## config.mk

```make
export PLATFORM = sky130hd
export DESIGN_NAME = div6_seq
export DESIGN_NICKNAME = d
export VERILOG_FILES = /design/src/rtl/div6_seq.sv
export SDC_FILE = /design/constraint.sdc
export NUM_CORES = 1
export LEC_CHECK = 0
export CORE_MARGIN = 5
export CORE_UTILIZATION = 47
export DETAILED_ROUTE_END_ITERATION = 10
export GPL_TIMING_DRIVEN = 0
export HOLD_SLACK_MARGIN = 0.15
export PLACE_DENSITY_LB_ADDON = 0.3
export SYNTH_ARGS = -nofsm -noshare
export SYNTH_HDL_FRONTEND = slang
export SYNTH_HIERARCHICAL = 1
export SYNTH_SLANG_ARGS = --single-unit
```

## constraint.sdc

```tcl
create_clock -name clk -period 2.1 [get_ports clk]
set_input_delay 0.42 -clock clk [delete_from_list [all_inputs] [get_ports clk]]
set_output_delay 0.42 -clock clk [all_outputs]
set_load 0.01 [all_outputs]
```

## src/rtl/div6_seq.sv

```systemverilog
// ============================================================================
// Module   : div6_seq (with cla6_bit)
// Brief    : 6-bit unsigned restoring divider, one quotient bit per clock
//            through a shared carry-lookahead adder used as a subtractor.
// Revision : 1.0 - initial release
// ============================================================================
`default_nettype none

// 6-bit carry-lookahead adder: every carry is a flat sum of generate/propagate
// products, so no carry ripples through earlier stages.
module cla6_bit (
    input  logic [5:0] a,
    input  logic [5:0] b,
    input  logic       c0,
    output logic [5:0] s,
    output logic       c_out
);
    logic [5:0] w_p;
    logic [5:0] w_g;
    logic [6:0] w_c;
    logic       w_term;
    logic       w_prop;

    always_comb begin
        w_p    = a ^ b;
        w_g    = a & b;
        w_c    = '0;
        w_term = 1'b0;
        w_prop = 1'b0;
        w_c[0] = c0;
        for (int i = 0; i < 6; i++) begin
            w_term = c0;
            for (int j = 0; j <= i; j++) begin
                w_term = w_term & w_p[j];
            end
            w_c[i+1] = w_term;
            for (int j = 0; j <= i; j++) begin
                w_prop = w_g[j];
                for (int k = j + 1; k <= i; k++) begin
                    w_prop = w_prop & w_p[k];
                end
                w_c[i+1] = w_c[i+1] | w_prop;
            end
        end
        s     = w_p ^ w_c[5:0];
        c_out = w_c[6];
    end
endmodule

module div6_seq (
    input  logic       clk,
    input  logic       reset,
    input  logic       start,
    input  logic [5:0] dividend,
    input  logic [5:0] divisor,
    output logic       busy,
    output logic       done,
    output logic [5:0] quotient,
    output logic [5:0] remainder,
    output logic       div_by_zero
);
    typedef enum logic [1:0] {
        S_IDLE = 2'd0,
        S_RUN  = 2'd1,
        S_DONE = 2'd2
    } state_t;

    state_t     r_state;
    state_t     w_state_next;
    logic [5:0] r_p;
    logic [5:0] r_q;
    logic [5:0] r_dl;
    logic [2:0] r_cnt;
    logic [5:0] w_t;
    logic [5:0] w_diff;
    logic       w_ge;
    logic [5:0] w_p_next;
    logic [5:0] w_q_next;
    logic       w_accept;

    // T = {P[4:0], Q[5]} fits in 6 bits because P < 2^(k-1) before step k.
    assign w_t = {r_p[4:0], r_q[5]};

    cla6_bit u_sub (
        .a     (w_t),
        .b     (~r_dl),
        .c0    (1'b1),
        .s     (w_diff),
        .c_out (w_ge)
    );

    assign w_p_next = w_ge ? w_diff : w_t;
    assign w_q_next = {r_q[4:0], w_ge};
    assign w_accept = start && (r_state != S_RUN);

    always_ff @(posedge clk) begin
        if (reset) begin
            r_state <= S_IDLE;
        end else begin
            r_state <= w_state_next;
        end
    end

    always_comb begin
        w_state_next = r_state;
        case (r_state)
            S_IDLE, S_DONE: begin
                if (start) begin
                    w_state_next = (divisor == 6'd0) ? S_DONE : S_RUN;
                end else begin
                    w_state_next = S_IDLE;
                end
            end
            S_RUN: begin
                if (r_cnt == 3'd5) begin
                    w_state_next = S_DONE;
                end
            end
            default: w_state_next = S_IDLE;
        endcase
    end

    always_ff @(posedge clk) begin
        if (reset) begin
            r_p         <= '0;
            r_q         <= '0;
            r_dl        <= '0;
            r_cnt       <= '0;
            quotient    <= '0;
            remainder   <= '0;
            div_by_zero <= 1'b0;
        end else if (w_accept) begin
            if (divisor != 6'd0) begin
                r_p         <= '0;
                r_q         <= dividend;
                r_dl        <= divisor;
                r_cnt       <= '0;
                div_by_zero <= 1'b0;
            end else begin
                quotient    <= 6'h3F;
                remainder   <= dividend;
                div_by_zero <= 1'b1;
            end
        end else if (r_state == S_RUN) begin
            r_p   <= w_p_next;
            r_q   <= w_q_next;
            r_cnt <= r_cnt + 3'd1;
            if (r_cnt == 3'd5) begin
                quotient  <= w_q_next;
                remainder <= w_p_next;
            end
        end
    end

    assign busy = (r_state == S_RUN);
    assign done = (r_state == S_DONE);
endmodule

`default_nettype wire

```

### After elaboration in Yosys (flattened, before gate mapping)

Cells that the tools add are included.

* register bits: 35
* bits of input ports: 15
* output and inout bits: 15
* word-level logic and storage cells: 94

* equal/unequal tests: 7
* muxes and demuxes: 23
* bitwise operators: 45
* $add $sub $neg: 1
* reduce and logical (&&, ||, !) cells: 10

Operator list (count)
* $mux 6: 12
* $or 1x1->1: 21
* $and 1x1->1: 20
* $mux 5: 3
* $xor 6x6->6: 2
* $mux 3: 3
* $and 6x6->6: 1
* $logic_not 6->1: 1
* $mux 2: 3
* $ne 2x1->1 const B: 3
* $not 6->6: 1
* $reduce_bool 6->1: 1
* $pmux 2 s2: 1
* $reduce_and 2->1: 2
* $reduce_bool 2->1: 2
* $add 3x1->3 const B: 1
* $eq 3x3->1 const B: 1
* $reduce_and 3->1: 1
* $eq 2x1->1 const B: 1
* $eq 2x2->1 const B: 1
* $logic_not 2->1: 1
* $ne 2x2->1 const B: 1
* $reduce_or 2->1: 1
* $logic_and 1x1->1: 1
* $mux 1: 1

### Depth between registers and ports, before layout

* depth after elaboration: 17
* depth in mapped cells: 11
* mapped depth without buffers: 10

### Cells and area by module

The synthesis kept the hierarchy.

By module, submodules not included
* div6_seq: area an instance 1575.3 sq um, seq. area each 700.7 sq um, cells an instance 186, times used 1
* cla6_bit: area an instance 246.5 sq um, seq. area each 0.0 sq um, cells an instance 30, times used 1

### Worst setup path before layout

Ideal clock, no wire load.

* path type: register to register
* start: reg r_dl[0]
* end: reg remainder[1]
* required time: 1.968 ns
* path slack: -0.150 ns
* cell stages (with the launch flop): 12
* clock period less this slack: 2.250 ns
* data arrival time: 2.118 ns
* buffers on the path: 1
* setup time: 0.132 ns
* cells stage by stage: dfxtp_1 -> inv_1 -> ha_1 -> ha_1 -> o211ai_1 -> a21oi_1 -> or3_1 -> clkbuf_1 -> mux2i_1 -> a21oi_1 -> o22ai_1 -> a21oi_1

* cells in the longest elaborated chain, start to end: 17
* elaborated cells between the ends (all ways): 25
* those cells by class: mux (4); bitwise (21)

RTL lines
* start: declaration: line 72 `logic [5:0] r_dl;`
* start signal: assignment: line 136 `r_dl <= divisor;`
* $not 6->6 *: line 86 `.b (~r_dl),`
* $xor 6x6->6 / $and 6x6->6 (equally long branches): line 25, 26
* $and 1x1->1, on equally long branches (5 in a row): line 34, 40
* $or 1x1->1 * (6 in a row): line 42 `w_c[i+1] = w_c[i+1] | w_prop;`
* named net w_ge: line 76 `logic w_ge;`
* $mux 6 *: line 92 `assign w_p_next = w_ge ? w_diff : w_t;`
* $mux 6 *: line 148 `if (r_cnt == 3'd5) begin`
* $mux 6 *: line 144 `end else if (r_state == S_RUN) begin`
* $mux 6 *: line 132 `end else if (w_accept) begin`
* end signal: assignment: line 141 `remainder <= dividend;`
* end signal: assignment: line 150 `remainder <= w_p_next;`
* end: declaration: line 59 `output logic [5:0] remainder,`

Mark *: on every way through the listed nets, which the timed path passes. The rest lies on a longest branch. The select of a mux whose other input is x is not followed.
A chain may end at the register's enable or synchronous reset.

### Worst setup path after layout

* start: reg r_dl[0]
* end: reg remainder[4]

Same word-level chain as after synthesis.

==> results by group <==
Worst setup path
  – Crit path top cell by count: a21oi_2
  – Bufs and invs on worst path: 1
  – CP endpoint kind: register
  – Max incr delay on CP: ~0.50 ns
  – Crit path kind: reg -> reg
  – CP arrival: between 2 and 3 ns
  – Crit path max-delay family: compound AO/OA/AOI/OAI gates
  – Critical-path top delay cell: or3_4
  – CP Data Required Time: 2.33 ns
  – CP max FO: 8
  – CP startpoint kind: register
  – Cells along the critical path: inv_2 > ha_4 > ha_4 > o211ai_1 > a21oi_2 > or3_4 > mux2i_4 > a21oi_2 > o22ai_2 > a21oi_2

Placement
  – Gpl congestion: around 0.86
  – I/O Buffers: 29
  – Detail Placement HPWL: 3386 µm
  – Dpl cells: about 290

Pwr
  – Pwr per Cell Area: approximately 740 nW/µm²
  – Leakage: 0.9605 nW
  – Power, Total: 0.001923 W
  – Max VDD drop: 0.0004256 V

Timing
  – Max Fclk: approximately 420 MHz
  – Hold WS: 0.4608 ns
  – Fin. Hold Viols: 0
  – Max Slew Vio Count: 0
  – Max-slew headroom: 56.98%
  – Tmin final: between 2 and 2.5 ns
  – Final worst-path cycle share: 112.4%
  – Worst Tran Pin Value: ~0.65 ns
  – Final setup violation count: 13
  – Setup TNS: -2.531 ns
  – Skew final: 0.002615 ns
  – RSZ-0062 raised after global routing: true
  – Setup ws final: -0.2602 ns

Clocking
  – H-tree Lvls: 2
  – Clk sinks: 35
  – Clock latency on the worst-skew pair: about 0.30 ns
  – Reg clk slew, reported paths: 0.07 ns
  – TritonCTS buffer count: 5
  – Clk buf depth: 2
  – Post-CTS Hold Fix Bufs: 0
  – CTS tree: built
  – CTS Root Cell: clkbuf_8

GRT
  – Largest net degree at the start of global routing: 11
  – Global Route Usage Sum: approximately a fifth
  – GRT overflow: 0
  – Vias in the first global route: 1662
  – Initial antenna violation count: 0
  – First-pass GRT wire length: 7990 µm

Cells and area
  – Post-Layout Cell Count: 314
  – Antenna cell count: 0
  – Nets: 290
  – Fraction of final layout cells sized beyond drive strength 1: 24.06%
  – Synth-to-Final Area Change: 42.17%
  – Filler cell count: 291

Status
  – Outcome: finished, violations left
  – Violated checks: negative setup slack

Die
  – Die ar.: approximately 5200 µm²
  – Die Ht: 72.26 µm
  – I/O pins: 30
  – Die W: 72.26 µm
  – Starting Density: about half
  – Core area: 3716 µm²
  – Row count: 22

Drt
  – Detailed-route via count: 1788
  – Antenna Nets Post-Route: 0
  – WL per Instance: about 16 µm
  – Final wirelength: 4992 µm
  – Via density: 5.694
  – Drt pass-1 iters: 4
  – Initial DRC count: 116
  – DRC: 0

Flow run
  – Max-Cap Viols: 0

Synthesis
  – Ys async rst share: 0%
  – EDFF count, synth: 0
  – Synthesis-stage register bit count: 35
  – Main synth FF type: dfxtp_1
  – Mapped Avg Cell Area: 8.434 µm²
  – YS warnings: 6
  – Synthesized area: between 1500 and 2000 µm²
  – Share of the yosys chip area belonging to registers: 38.46%
  – Mapped Cells: 216
  – Yosys cell types: 35

Worst hold path
  – Hold Crit Class: reg -> reg
cell usage after synthesis, types with 2 or more instances:
library cell,n,area [µm²]
o22ai_1,6,37.54
a21o_1,2,15.01
nor2_1,21,78.83
a22oi_1,4,30.03
mux2i_1,6,60.06
nor3_1,9,45.04
o221a_2,6,67.56
dfxtp_1,35,700.7
nand2_1,12,45.04
and3_1,6,37.54
a21oi_1,28,140.1
o21ai_0,2,10.01
ha_1,9,112.6
nand2b_1,3,18.77
clkbuf_1,14,52.55
nor2b_1,2,12.51
inv_1,9,33.78
a31oi_1,6,37.54
xor2_1,4,35.03
a211oi_1,8,60.06
nand3_1,10,50.05
worst paths after layout:
check           from      endpoint  slack (ns)  depth (start not counted)
max          r_dl[0]  remainder[4]       -0.26                         10
max reg2reg  r_dl[0]  remainder[4]       -0.26                         10
min reg2reg  r_dl[5]       r_dl[5]        0.46                          2
min          r_dl[5]       r_dl[5]        0.46                          2
state kept, by name, summed over array words and instances, names as in the netlist:
name and cells:
r_p 5, r_dl 6, div_by_zero 1, r_cnt 3
quotient 6, remainder 6, r_q 6, r_state 2
worst min-delay path: cells and delay by family, from the launching register on:
| kind | cells | cell delay [ns] |
|---|---|---|
| and+or+nand+nor | 1 | 0.05 |
| DFF | 1 | 0.31 |
| AOI/OAI and AO/OA | 1 | 0.05 |
placed cells by master (no fill, tap or decap), types with 2 or more instances in the layout:
master,Yosys,layout
nand2_1,12,12
a21oi_1,28,19
a211oi_1,8,5
mux2i_4,0,6
dfxtp_1,35,33
a22oi_1,4,4
clkbuf_1,14,11
o21ai_0,2,2
buf_4,0,13
ha_4,0,4
xor2_1,4,4
a31oi_1,6,6
inv_1,9,7
a21o_1,2,2
nand2b_1,3,3
o221a_2,6,6
nor2_1,21,20
nor2b_1,2,2
nor3_1,9,9
clkdlybuf4s50_1,0,29
a211oi_2,0,3
clkbuf_8,0,7
nand3_1,10,10
and3_1,6,6
o22ai_1,6,5
ha_1,9,5
inv_2,0,2
a21oi_2,0,9
conb_1,1,2
metrics by stage:
| stage | util (%) | cell area [µm²] | setup slack, ns |
|---|---|---|---|
| 5_1_grt | 69.70 | 2590 | -0.3377 |
| 2_1_floorplan | - | 1839 | 0.07787 |
| 3_3_place_gp | 58.92 | 2190 | -0.4173 |
| 4_1_cts | 67.71 | 2516 | -0.1488 |
| 6_report | 69.70 | 2590 | -0.2602 |
| 3_5_place_dp | 58.92 | 2190 | -0.4217 |
metal layers:
metal	wire length [µm]	global-route usage (%)
met1	2126	25.96
met5	0	0
met3	313	3.324
met2	2436	31.75
met4	115	10.44
layout make-up:
class                           instances  area [µm²]  share of cell area [%]
Tap cell                               48       60.06                   2.319
Buffer                                 12       50.05                   1.932
Timing Repair Buffer                   43       399.1                   15.41
Multi-Input combinational cell        159        1241                   47.92
Clock buffer                            8       100.1                   3.865
Inverter                                9       33.78                   1.304
Sequential cell                        35       705.7                   27.25
power by group:
part / switching [W] / total, W / internal, W / leakage, nW
clock network: 0.000244 / 0.000543 / 0.000299 / 0.0515
registers: 0.0000292 / 0.000725 / 0.000696 / 0.286
logic: 0.000330 / 0.000655 / 0.000325 / 0.623
total: 0.000604 / 0.00192 / 0.00132 / 0.960
kinds of logic (layout without fill, tap and decap cells):
| group | count (synthesis) | after routing | synth area share, % |
|---|---|---|---|
| simple gates | 71 | 71 | 19.37 |
| compound gates | 66 | 66 | 24.73 |
| flops | 35 | 35 | 38.46 |
| buf+inv | 23 | 72 | 4.739 |
| fa+ha+maj | 10 | 10 | 7.280 |
| mux | 6 | 6 | 3.297 |
| xor+xnor | 4 | 4 | 1.923 |
| other cells | 1 | 2 | 0.2058 |
repair_timing:
item / 4_1_cts / 5_1_grt
pin swaps: 13 / 7
endpoints found under the setup margin: 24 / 24
resized for setup: 28 / 16
setup buffers: 9 / 5
No activity file was read; power rests on OpenSTA's default activity.
